<file path="src/rtl/magnitude_sequencer_if.sv">
// rtl/magnitude_sequencer_if.sv - sample RAM, magnitude unit and spectrum RAM signal bundle
interface magnitude_sequencer_if #(
  parameter int ADDR_W = 14,
  parameter int BIN_W  = 13,
  parameter int DATA_W = 25,
  parameter int MAG_W  = 13
);
  logic              ram_rd_en;
  logic [ADDR_W-1:0] ram_rd_addr;
  logic [DATA_W-1:0] ram_rd_data;
  logic              sm_ready;
  logic              sm_enable;
  logic              sm_done;
  logic [DATA_W-1:0] source_real;
  logic [DATA_W-1:0] source_imag;
  logic [MAG_W-1:0]  result;
  logic              mag_wr_en;
  logic [BIN_W-1:0]  mag_wr_addr;
  logic [MAG_W-1:0]  mag_wr_data;

  modport master (
    output ram_rd_en, ram_rd_addr,
    input  ram_rd_data,
    output sm_ready, sm_enable, sm_done, source_real, source_imag,
    input  result,
    output mag_wr_en, mag_wr_addr, mag_wr_data
  );

  modport slave (
    input  ram_rd_en, ram_rd_addr,
    output ram_rd_data,
    input  sm_ready, sm_enable, sm_done, source_real, source_imag,
    output result,
    input  mag_wr_en, mag_wr_addr, mag_wr_data
  );
endinterface

</file>
<file path="src/rtl/magnitude_sequencer.sv">
// rtl/magnitude_sequencer.sv - sequences the magnitude unit over one FFT frame and tracks the peak bin
module magnitude_sequencer #(
  parameter int N_BINS  = 8192,
  parameter int ADDR_W  = 14,
  parameter int BIN_W   = 13,
  parameter int DATA_W  = 25,
  parameter int MAG_W   = 13,
  parameter int MAG_LAT = 2
) (
  input  logic                 clk,
  input  logic                 reset,
  input  logic                 start,
  output logic                 busy,
  output logic                 frame_done,
  output logic [BIN_W-1:0]     peak_bin,
  output logic [MAG_W-1:0]     peak_mag,
  magnitude_sequencer_if.master bus
);
  localparam logic [ADDR_W-1:0] LAST_ADDR = ADDR_W'(2 * N_BINS - 1);
  localparam logic [BIN_W-1:0]  LAST_BIN  = BIN_W'(N_BINS - 1);

  typedef enum logic [1:0] {IDLE, READ, DRAIN, DONE} state_t;

  state_t            state_q;
  state_t            state_d;
  logic              accept;
  logic              rd_en;

  logic [ADDR_W-1:0] rd_addr_q;
  logic              rd_vld_q;
  logic              rd_odd_q;
  logic [DATA_W-1:0] real_hold_q;
  logic [DATA_W-1:0] src_real_q;
  logic [DATA_W-1:0] src_imag_q;
  logic              strobe_q;
  logic [BIN_W-1:0]  bin_cnt_q;
  logic [BIN_W-1:0]  strobe_bin_q;
  logic              sm_done_q;

  logic [MAG_LAT-1:0] pipe_vld_q;
  logic [BIN_W-1:0]   pipe_bin_q [MAG_LAT];
  logic               wr_vld;
  logic [BIN_W-1:0]   wr_bin;
  logic [MAG_W-1:0]   wr_data;

  logic [BIN_W-1:0]   peak_bin_q;
  logic [MAG_W-1:0]   peak_mag_q;

  // Tail of the latency pipe lines up with the magnitude unit's result
  assign wr_vld  = pipe_vld_q[MAG_LAT-1];
  assign wr_bin  = pipe_bin_q[MAG_LAT-1];
  assign wr_data = wr_vld ? bus.result : '0;

  // State register
  always_ff @(posedge clk or posedge reset) begin
    if (reset) state_q <= IDLE;
    else       state_q <= state_d;
  end

  // Next-state decode and state-derived outputs
  always_comb begin
    state_d    = state_q;
    accept     = 1'b0;
    rd_en      = 1'b0;
    busy       = (state_q != IDLE);
    frame_done = 1'b0;
    unique case (state_q)
      IDLE: begin
        if (start) begin
          accept  = 1'b1;
          state_d = READ;
        end
      end
      READ: begin
        rd_en = 1'b1;
        if (rd_addr_q == LAST_ADDR) state_d = DRAIN;
      end
      DRAIN: begin
        if (wr_vld && wr_bin == LAST_BIN) state_d = DONE;
      end
      DONE: begin
        frame_done = 1'b1;
        state_d    = IDLE;
      end
      default: state_d = IDLE;
    endcase
  end

  // Sample RAM address walk; parity of the address rides along with the 1-cycle read latency
  always_ff @(posedge clk or posedge reset) begin
    if (reset) begin
      rd_addr_q <= '0;
      rd_vld_q  <= 1'b0;
      rd_odd_q  <= 1'b0;
    end else begin
      rd_vld_q <= rd_en;
      rd_odd_q <= rd_addr_q[0];
      if (accept)
        rd_addr_q <= '0;
      else if (rd_en && rd_addr_q != LAST_ADDR)
        rd_addr_q <= rd_addr_q + ADDR_W'(1);
    end
  end

  // Operand assembly: hold the real word, strobe the pair when the imag word lands
  always_ff @(posedge clk or posedge reset) begin
    if (reset) begin
      real_hold_q  <= '0;
      src_real_q   <= '0;
      src_imag_q   <= '0;
      strobe_q     <= 1'b0;
      bin_cnt_q    <= '0;
      strobe_bin_q <= '0;
      sm_done_q    <= 1'b0;
    end else begin
      strobe_q  <= rd_vld_q && rd_odd_q;
      sm_done_q <= strobe_q && (strobe_bin_q == LAST_BIN);
      if (accept) begin
        bin_cnt_q <= '0;
      end else if (rd_vld_q && !rd_odd_q) begin
        real_hold_q <= bus.ram_rd_data;
      end else if (rd_vld_q && rd_odd_q) begin
        src_real_q   <= real_hold_q;
        src_imag_q   <= bus.ram_rd_data;
        strobe_bin_q <= bin_cnt_q;
        bin_cnt_q    <= bin_cnt_q + BIN_W'(1);
      end
    end
  end

  // Latency pipe carrying (valid, bin) from each strobe to its result
  always_ff @(posedge clk or posedge reset) begin
    if (reset) begin
      pipe_vld_q <= '0;
      for (int i = 0; i < MAG_LAT; i++) pipe_bin_q[i] <= '0;
    end else begin
      pipe_vld_q[0] <= strobe_q;
      pipe_bin_q[0] <= strobe_bin_q;
      for (int i = 1; i < MAG_LAT; i++) begin
        pipe_vld_q[i] <= pipe_vld_q[i-1];
        pipe_bin_q[i] <= pipe_bin_q[i-1];
      end
    end
  end

  // Peak tracking: strict compare so ties keep the earliest bin
  always_ff @(posedge clk or posedge reset) begin
    if (reset) begin
      peak_bin_q <= '0;
      peak_mag_q <= '0;
    end else if (accept) begin
      peak_bin_q <= '0;
      peak_mag_q <= '0;
    end else if (wr_vld && bus.result > peak_mag_q) begin
      peak_bin_q <= wr_bin;
      peak_mag_q <= bus.result;
    end
  end

  assign peak_bin        = peak_bin_q;
  assign peak_mag        = peak_mag_q;
  assign bus.ram_rd_en   = rd_en;
  assign bus.ram_rd_addr = rd_addr_q;
  assign bus.sm_ready    = busy;
  assign bus.sm_enable   = strobe_q;
  assign bus.sm_done     = sm_done_q;
  assign bus.source_real = src_real_q;
  assign bus.source_imag = src_imag_q;
  assign bus.mag_wr_en   = wr_vld;
  assign bus.mag_wr_addr = wr_bin;
  assign bus.mag_wr_data = wr_data;
endmodule

</file>
<file path="src/flat_wrapper.sv">
// flat-port wrapper written by rule: the top's interface ports become plain ports
module magnitude_sequencer_flat 
#(
  parameter int N_BINS  = 8192,
  parameter int ADDR_W  = 14,
  parameter int BIN_W   = 13,
  parameter int DATA_W  = 25,
  parameter int MAG_W   = 13,
  parameter int MAG_LAT = 2
)
  (clk, reset, start, busy, frame_done, peak_bin, peak_mag, bus_ram_rd_en, bus_ram_rd_addr, bus_ram_rd_data, bus_sm_ready, bus_sm_enable, bus_sm_done, bus_source_real, bus_source_imag, bus_result, bus_mag_wr_en, bus_mag_wr_addr, bus_mag_wr_data);
  magnitude_sequencer_if #(.ADDR_W(ADDR_W), .BIN_W(BIN_W), .DATA_W(DATA_W), .MAG_W(MAG_W)) bus_i ();
  input  logic clk;
  input  logic reset;
  input  logic start;
  output logic busy;
  output logic frame_done;
  output logic [BIN_W-1:0] peak_bin;
  output logic [MAG_W-1:0] peak_mag;
  output wire logic [$bits(bus_i.ram_rd_en)-1:0] bus_ram_rd_en;
  output wire logic [$bits(bus_i.ram_rd_addr)-1:0] bus_ram_rd_addr;
  input wire logic [$bits(bus_i.ram_rd_data)-1:0] bus_ram_rd_data;
  output wire logic [$bits(bus_i.sm_ready)-1:0] bus_sm_ready;
  output wire logic [$bits(bus_i.sm_enable)-1:0] bus_sm_enable;
  output wire logic [$bits(bus_i.sm_done)-1:0] bus_sm_done;
  output wire logic [$bits(bus_i.source_real)-1:0] bus_source_real;
  output wire logic [$bits(bus_i.source_imag)-1:0] bus_source_imag;
  input wire logic [$bits(bus_i.result)-1:0] bus_result;
  output wire logic [$bits(bus_i.mag_wr_en)-1:0] bus_mag_wr_en;
  output wire logic [$bits(bus_i.mag_wr_addr)-1:0] bus_mag_wr_addr;
  output wire logic [$bits(bus_i.mag_wr_data)-1:0] bus_mag_wr_data;
  assign bus_ram_rd_en = bus_i.ram_rd_en;
  assign bus_ram_rd_addr = bus_i.ram_rd_addr;
  assign bus_i.ram_rd_data = bus_ram_rd_data;
  assign bus_sm_ready = bus_i.sm_ready;
  assign bus_sm_enable = bus_i.sm_enable;
  assign bus_sm_done = bus_i.sm_done;
  assign bus_source_real = bus_i.source_real;
  assign bus_source_imag = bus_i.source_imag;
  assign bus_i.result = bus_result;
  assign bus_mag_wr_en = bus_i.mag_wr_en;
  assign bus_mag_wr_addr = bus_i.mag_wr_addr;
  assign bus_mag_wr_data = bus_i.mag_wr_data;
  magnitude_sequencer #(.N_BINS(N_BINS), .ADDR_W(ADDR_W), .BIN_W(BIN_W), .DATA_W(DATA_W), .MAG_W(MAG_W), .MAG_LAT(MAG_LAT)) u_core (.clk(clk), .reset(reset), .start(start), .busy(busy), .frame_done(frame_done), .peak_bin(peak_bin), .peak_mag(peak_mag), .bus(bus_i));
endmodule
</file>
<file path="config.mk">
export PLATFORM = sky130hd
export DESIGN_NAME = magnitude_sequencer_flat
export DESIGN_NICKNAME = d
export VERILOG_FILES = /design/src/rtl/magnitude_sequencer_if.sv /design/src/rtl/magnitude_sequencer.sv /design/src/flat_wrapper.sv
export SDC_FILE = /design/constraint.sdc
export NUM_CORES = 1
export LEC_CHECK = 0
export BUFFER_PORTS_ARGS = -buffer_cell sky130_fd_sc_hd__clkbuf_2
export CAP_MARGIN = 30
export CORE_ASPECT_RATIO = 0.9
export CORE_MARGIN = 3
export CORE_UTILIZATION = 50
export DETAILED_ROUTE_END_ITERATION = 8
export MAX_ROUTING_LAYER = met4
export PLACE_DENSITY = 0.77
export RECOVER_POWER = 50
export SETUP_SLACK_MARGIN = 0.5
export SYNTH_ARGS = -nofsm -noshare
export SYNTH_HDL_FRONTEND = slang
export SYNTH_SLANG_ARGS = --single-unit
</file>
<file path="constraint.sdc">
create_clock -name clk -period 8.1 [get_ports clk]
set_input_delay 1.215 -clock clk [delete_from_list [all_inputs] [get_ports clk]]
set_output_delay 1.215 -clock clk [all_outputs]
set_load 0.01 [all_outputs]
</file>
---- After elaboration in Yosys (flattened, before gate mapping) ----
Cells that the tools add are included.
Widths: inputs -> output; s select.
cells by class
  eq/ne operators ......................... 11
  multiply operators ...................... 0
  mux-type cells .......................... 18
  reduce and logical (&&, ||, !) cells .... 16
  div/mod/pow operators ................... 0
  magnitude comparators ................... 1
  bitwise operators ....................... 2
  shift operators ......................... 0
  add/subtract/negate cells ............... 2
operators by type and width
  cell                   count
  $mux 13                8
  $mux 14                2
  $eq 13x13->1 const B   2
  $add 14x1->14 const B  1
  $eq 14x14->1 const B   1
  $ne 14x14->1 const B   1
  $add 13x1->13 const B  1
  $gt 13x13->1           1
  $pmux 2 s4             1
  $reduce_bool 2->1      4
  $logic_and 1x1->1      6
  $mux 2                 3
  $ne 2x1->1 const B     3
  $reduce_and 3->1       2
  $eq 2x2->1 const B     2
  $mux 1                 4
  $reduce_and 2->1       2
  $eq 2x1->1 const B     1
  $logic_not 2->1        1
  $ne 2x2->1 const B     1
  $not 1->1              2
  $logic_not 1->1        1
storage, ports and cells
  memory bits (read-only) ................. 0
  input port bits ......................... 41
  bits in writable memories ............... 0
  bits in latches ......................... 0
  output and inout bits ................... 123
  flip-flop bits (word level) ............. 175
  memories ................................ 0

---- Logic depth before layout (Yosys ltp) ----
  depth in word-level cells ............... 5
  depth in mapped cells ................... 9
  mapped depth without buffers ............ 7

---- Least setup slack after synthesis ----
No wires, ideal clock.
  path type ............................... input-to-reg
  from .................................... input port bus_result[4]
  to ...................................... register u_core.peak_mag_q[3] (netlist: u_core.peak_mag[3])
  required time ........................... 7.963 ns
  cell stages on the path ................. 8
  path buffers ............................ 2
  arrival ................................. 2.622 ns
  setup time .............................. 0.137 ns
  slack ................................... 5.342 ns
  path through ............................ ha_1 nand3_2 o21bai_4 a311o_1 buf_6 buf_4 nand4_1 o311ai_1
between the ends
  longest elaborated chain between the ends .. 3
RTL lines
  item                         line                        source
  start: declaration           flat_wrapper.sv:28          input wire logic [$bits(bus_i.result)-1:0] bus_result;
  $gt 13x13->1                 magnitude_sequencer.sv:154  end else if (wr_vld && bus.result > peak_mag_q) begin
  $logic_and 1x1->1            magnitude_sequencer.sv:154
  $reduce_bool 2->1 (no line)  -
  end signal: assignment       magnitude_sequencer.sv:156  peak_mag_q <= bus.result;
  end: declaration             magnitude_sequencer.sv:47   logic [MAG_W-1:0] peak_mag_q;
Every way passes these cells.
A chain may end at the register's enable or synchronous reset.

==> metrics.yaml <==
status:
  status: "complete, but fails checks"
  violations: "max-capacitance violations, max-slew violations"
worst_setup_path:
  arrival_ns: 4.37
  endpoint_kind: "async pin"
  path_class: "in2async"
  cp_max_fo: 86
  cp-start-kind: "primary input"
  reg2reg_slack_ns: 5.15
  cp.required_ns: 8.69
  r2r_cells: 5
die:
  rows: 42
  die-area_um2: 16970
  start_util_pct: 51.74
  coreArea_um2: 14920
  pin_count: 164
  chipWidth_um: 137
  fp.dieH_um: 123.9
route:
  met1_length_mm: 7.392
  drc: 0
  met2_wirelength_mm: 8.589
  routed.top_layer: "met4"
  vias_per_cell: 5.764
  routedWlPerCell_um: 18.00
  wl_met3_mm: 1.062
  firstDrtPassIters: 5
  ant_nets: 0
  detail_route.wirelength_mm: 17.26
  vias: 5528
  drtIter0Drc: 295
timing:
  drv_slew: 87
  setup_viol: 0
  setup_ws_ns: 4.325
  fin_skew_ns: 0.006986
  max_freq_mhz: 264.9
  rsz0062_at_grt: "false"
  finalHoldViolCount: 0
  period_minus_slack_ns: 3.775
  period_share_pct: 46.60
  tightest_slew_ns: 3.582
  setup_tns_ns: 0
  slew_headroom_pct: -140.1
finish:
  nFillCells: 1234
  final_util_pct: 61.28
  seqCellArea_um2: 4379
  final_layout_size_suffix_gt1_share_pct: 32.06
  multi_input_area_um2: 2953
  layout.nets: 809
  antenna_cells: 0
  area_growth_syn_to_layout_pct: 18.42
global_route:
  grt_antenna_before_repair: 0
  grt_pass1_wl_mm: 27.95
  grt-ovfl-total: 0
  grt_pass1_vias: 5505
  grt.total_usage_pct: 21.49
  grt_max_degree: 87
synth:
  async_flop_share_pct: 100.0
  syn_avg_cell_area_um2: 12.74
  ys_seq_elements: 175
  ys_warn_count: 0
  ys_seq_area_share_pct: 56.71
  synth_nets: 667
  synth_cells: 606
  syn_area_um2: 7722
  synth_top_area_share_pct: 56.71
  synth_ff_type: "dfrtp_1"
  yosys.area.top_type: "dfrtp_1"
  yosys-top-cells-area: "dfrtp_1 (57%), mux2_2 (13%), nand4_1 (3.4%), ha_1 (3.2%), o2111ai_1 (2.9%)"
  synth_edf_count: 0
  yosysMostFrequentCell: "dfrtp_1"
  synthDistinctLibCells: 49
  synth_common_cells: "dfrtp_1 (175), mux2_2 (89), nand4_1 (42), nand3_1 (38), o2111ai_1 (26)"
clocking:
  postCtsHoldBufs: 0
  cts-buffers-inserted: 17
  cts_resized: 0
  clockRootBuffer: "clkbuf_16"
  clk_path_buf_depth: 2
  post_cts_buffers: 0
  htreeDepth: 4
  clkLatencyLatePin_ns: 0.42
  path_clk_slew_ns: 0.07
  cts_tree: "built"
  cts_sinks: 175
pwr:
  p_leak_nw: 4.229
  power_density_nw_per_um2: 201.4
  vdd_drop_max_uv: 164.1
min_path:
  hold_path_class: "reg2reg"
  hold_depth: 0
placement:
  gp_congestion: 0.8691
  pre_cts_ws_ns: 4.802
  dpl.hpwl_mm: 11.80
  portBuffers: 163
job:
  max-cap-violations: 1
worst paths after layout:
path | from | to
max | reset | u_core.bin_cnt_q[3]
min | u_core.pipe_bin_q[19] | u_core.bus.mag_wr_addr[6]
max reg2reg | u_core.state_q[0] | u_core.peak_mag[2]
min reg2reg | u_core.pipe_bin_q[19] | u_core.bus.mag_wr_addr[6]
max in group clk | start | u_core.peak_mag[2]
min in group asynchronous | reset | u_core.bus.ram_rd_addr[12]
where the power goes:
part	leakage, nW	internal (W)	switching, W
clock	0.301	0.000497	0.000366
combinational	1.90	0.0000301	0.0000451
sequential	2.02	0.000893	0.0000103
total	4.23	0.00142	0.000422
metrics by stage:
step                cells  total power, W  area, um2  hold WS [ns]
floorplan             606       0.0009590       7722        0.3312
global placement      922       0.0009925       8521        0.3328
detailed placement    927       0.0009994       8610        0.3347
CTS                   959        0.001863       9231        0.3500
global route          959        0.001911       9145        0.3555
finish                959        0.001842       9145        0.3435
cell families (layout without fill, tap and decap cells):
group / count (synthesis) / count (layout) / synth area share [%]
DFF: 175 / 175 / 56.71
and+or+nand+nor: 160 / 160 / 11.62
muxes: 90 / 90 / 13.12
AOI/OAI and AO/OA: 73 / 73 / 8.231
buffers and inverters: 72 / 227 / 5.266
adders and majority gates: 20 / 20 / 3.240
xor gates and xnor gates: 16 / 16 / 1.815
placed cells by master, fill, tap and decap left out, drive strengths merged, types with 2 or more instances in the layout:
master	n
a21oi	13
and2	15
and3	3
and4	2
buf	9
bufinv	3
clkbuf	181
clkinv	2
clkinvlp	3
dfrtp	175
ha	20
inv	29
mux2	90
nand2	17
nand3	39
nand3b	2
nand4	45
nor2	21
nor3	5
nor4	2
o2111ai	26
o21ai	8
o311ai	12
o41ai	3
or3	6
xnor2	8
xor2	8
registers in the layout, indices dropped and copies added (netlist names):
register,cells
u_core.state_q,2
u_core.rd_odd_q,1
u_core.pipe_vld_q,2
u_core.bus.source_real,25
u_core.peak_bin,13
u_core.peak_mag,13
u_core.strobe_bin_q,13
u_core.bin_cnt_q,13
u_core.bus.sm_enable,1
u_core.bus.mag_wr_addr,13
u_core.rd_vld_q,1
u_core.bus.ram_rd_addr,14
u_core.real_hold_q,25
u_core.pipe_bin_q,13
u_core.bus.source_imag,25
u_core.bus.sm_done,1
area by class of cell:
cell class / instances / area share, %
flip-flops and latches: 175 / 47.89
multi-input cells: 359 / 32.29
repair buffers: 173 / 9.399
clock buffers: 17 / 4.652
well taps: 198 / 2.709
clock inverters: 15 / 2.148
inverters: 22 / 0.9167
layer usage:
| layer | GRT usage [%] | up-vias |
|---|---|---|
| met3 | 4.564 | 21 |
| li1 | - | 2517 |
| met2 | 33.92 | 217 |
| met1 | 28.26 | 2773 |
| met5 | - | - |
| met4 | 6.608 | 0 |
critical path, cell delays in order:
cell,delay [ns]
clkbuf_2,0.09
clkinvlp_2,1.99
buf_4,0.73
buf_16,0.30
Note: power is estimated with default switching activity, not from simulation.
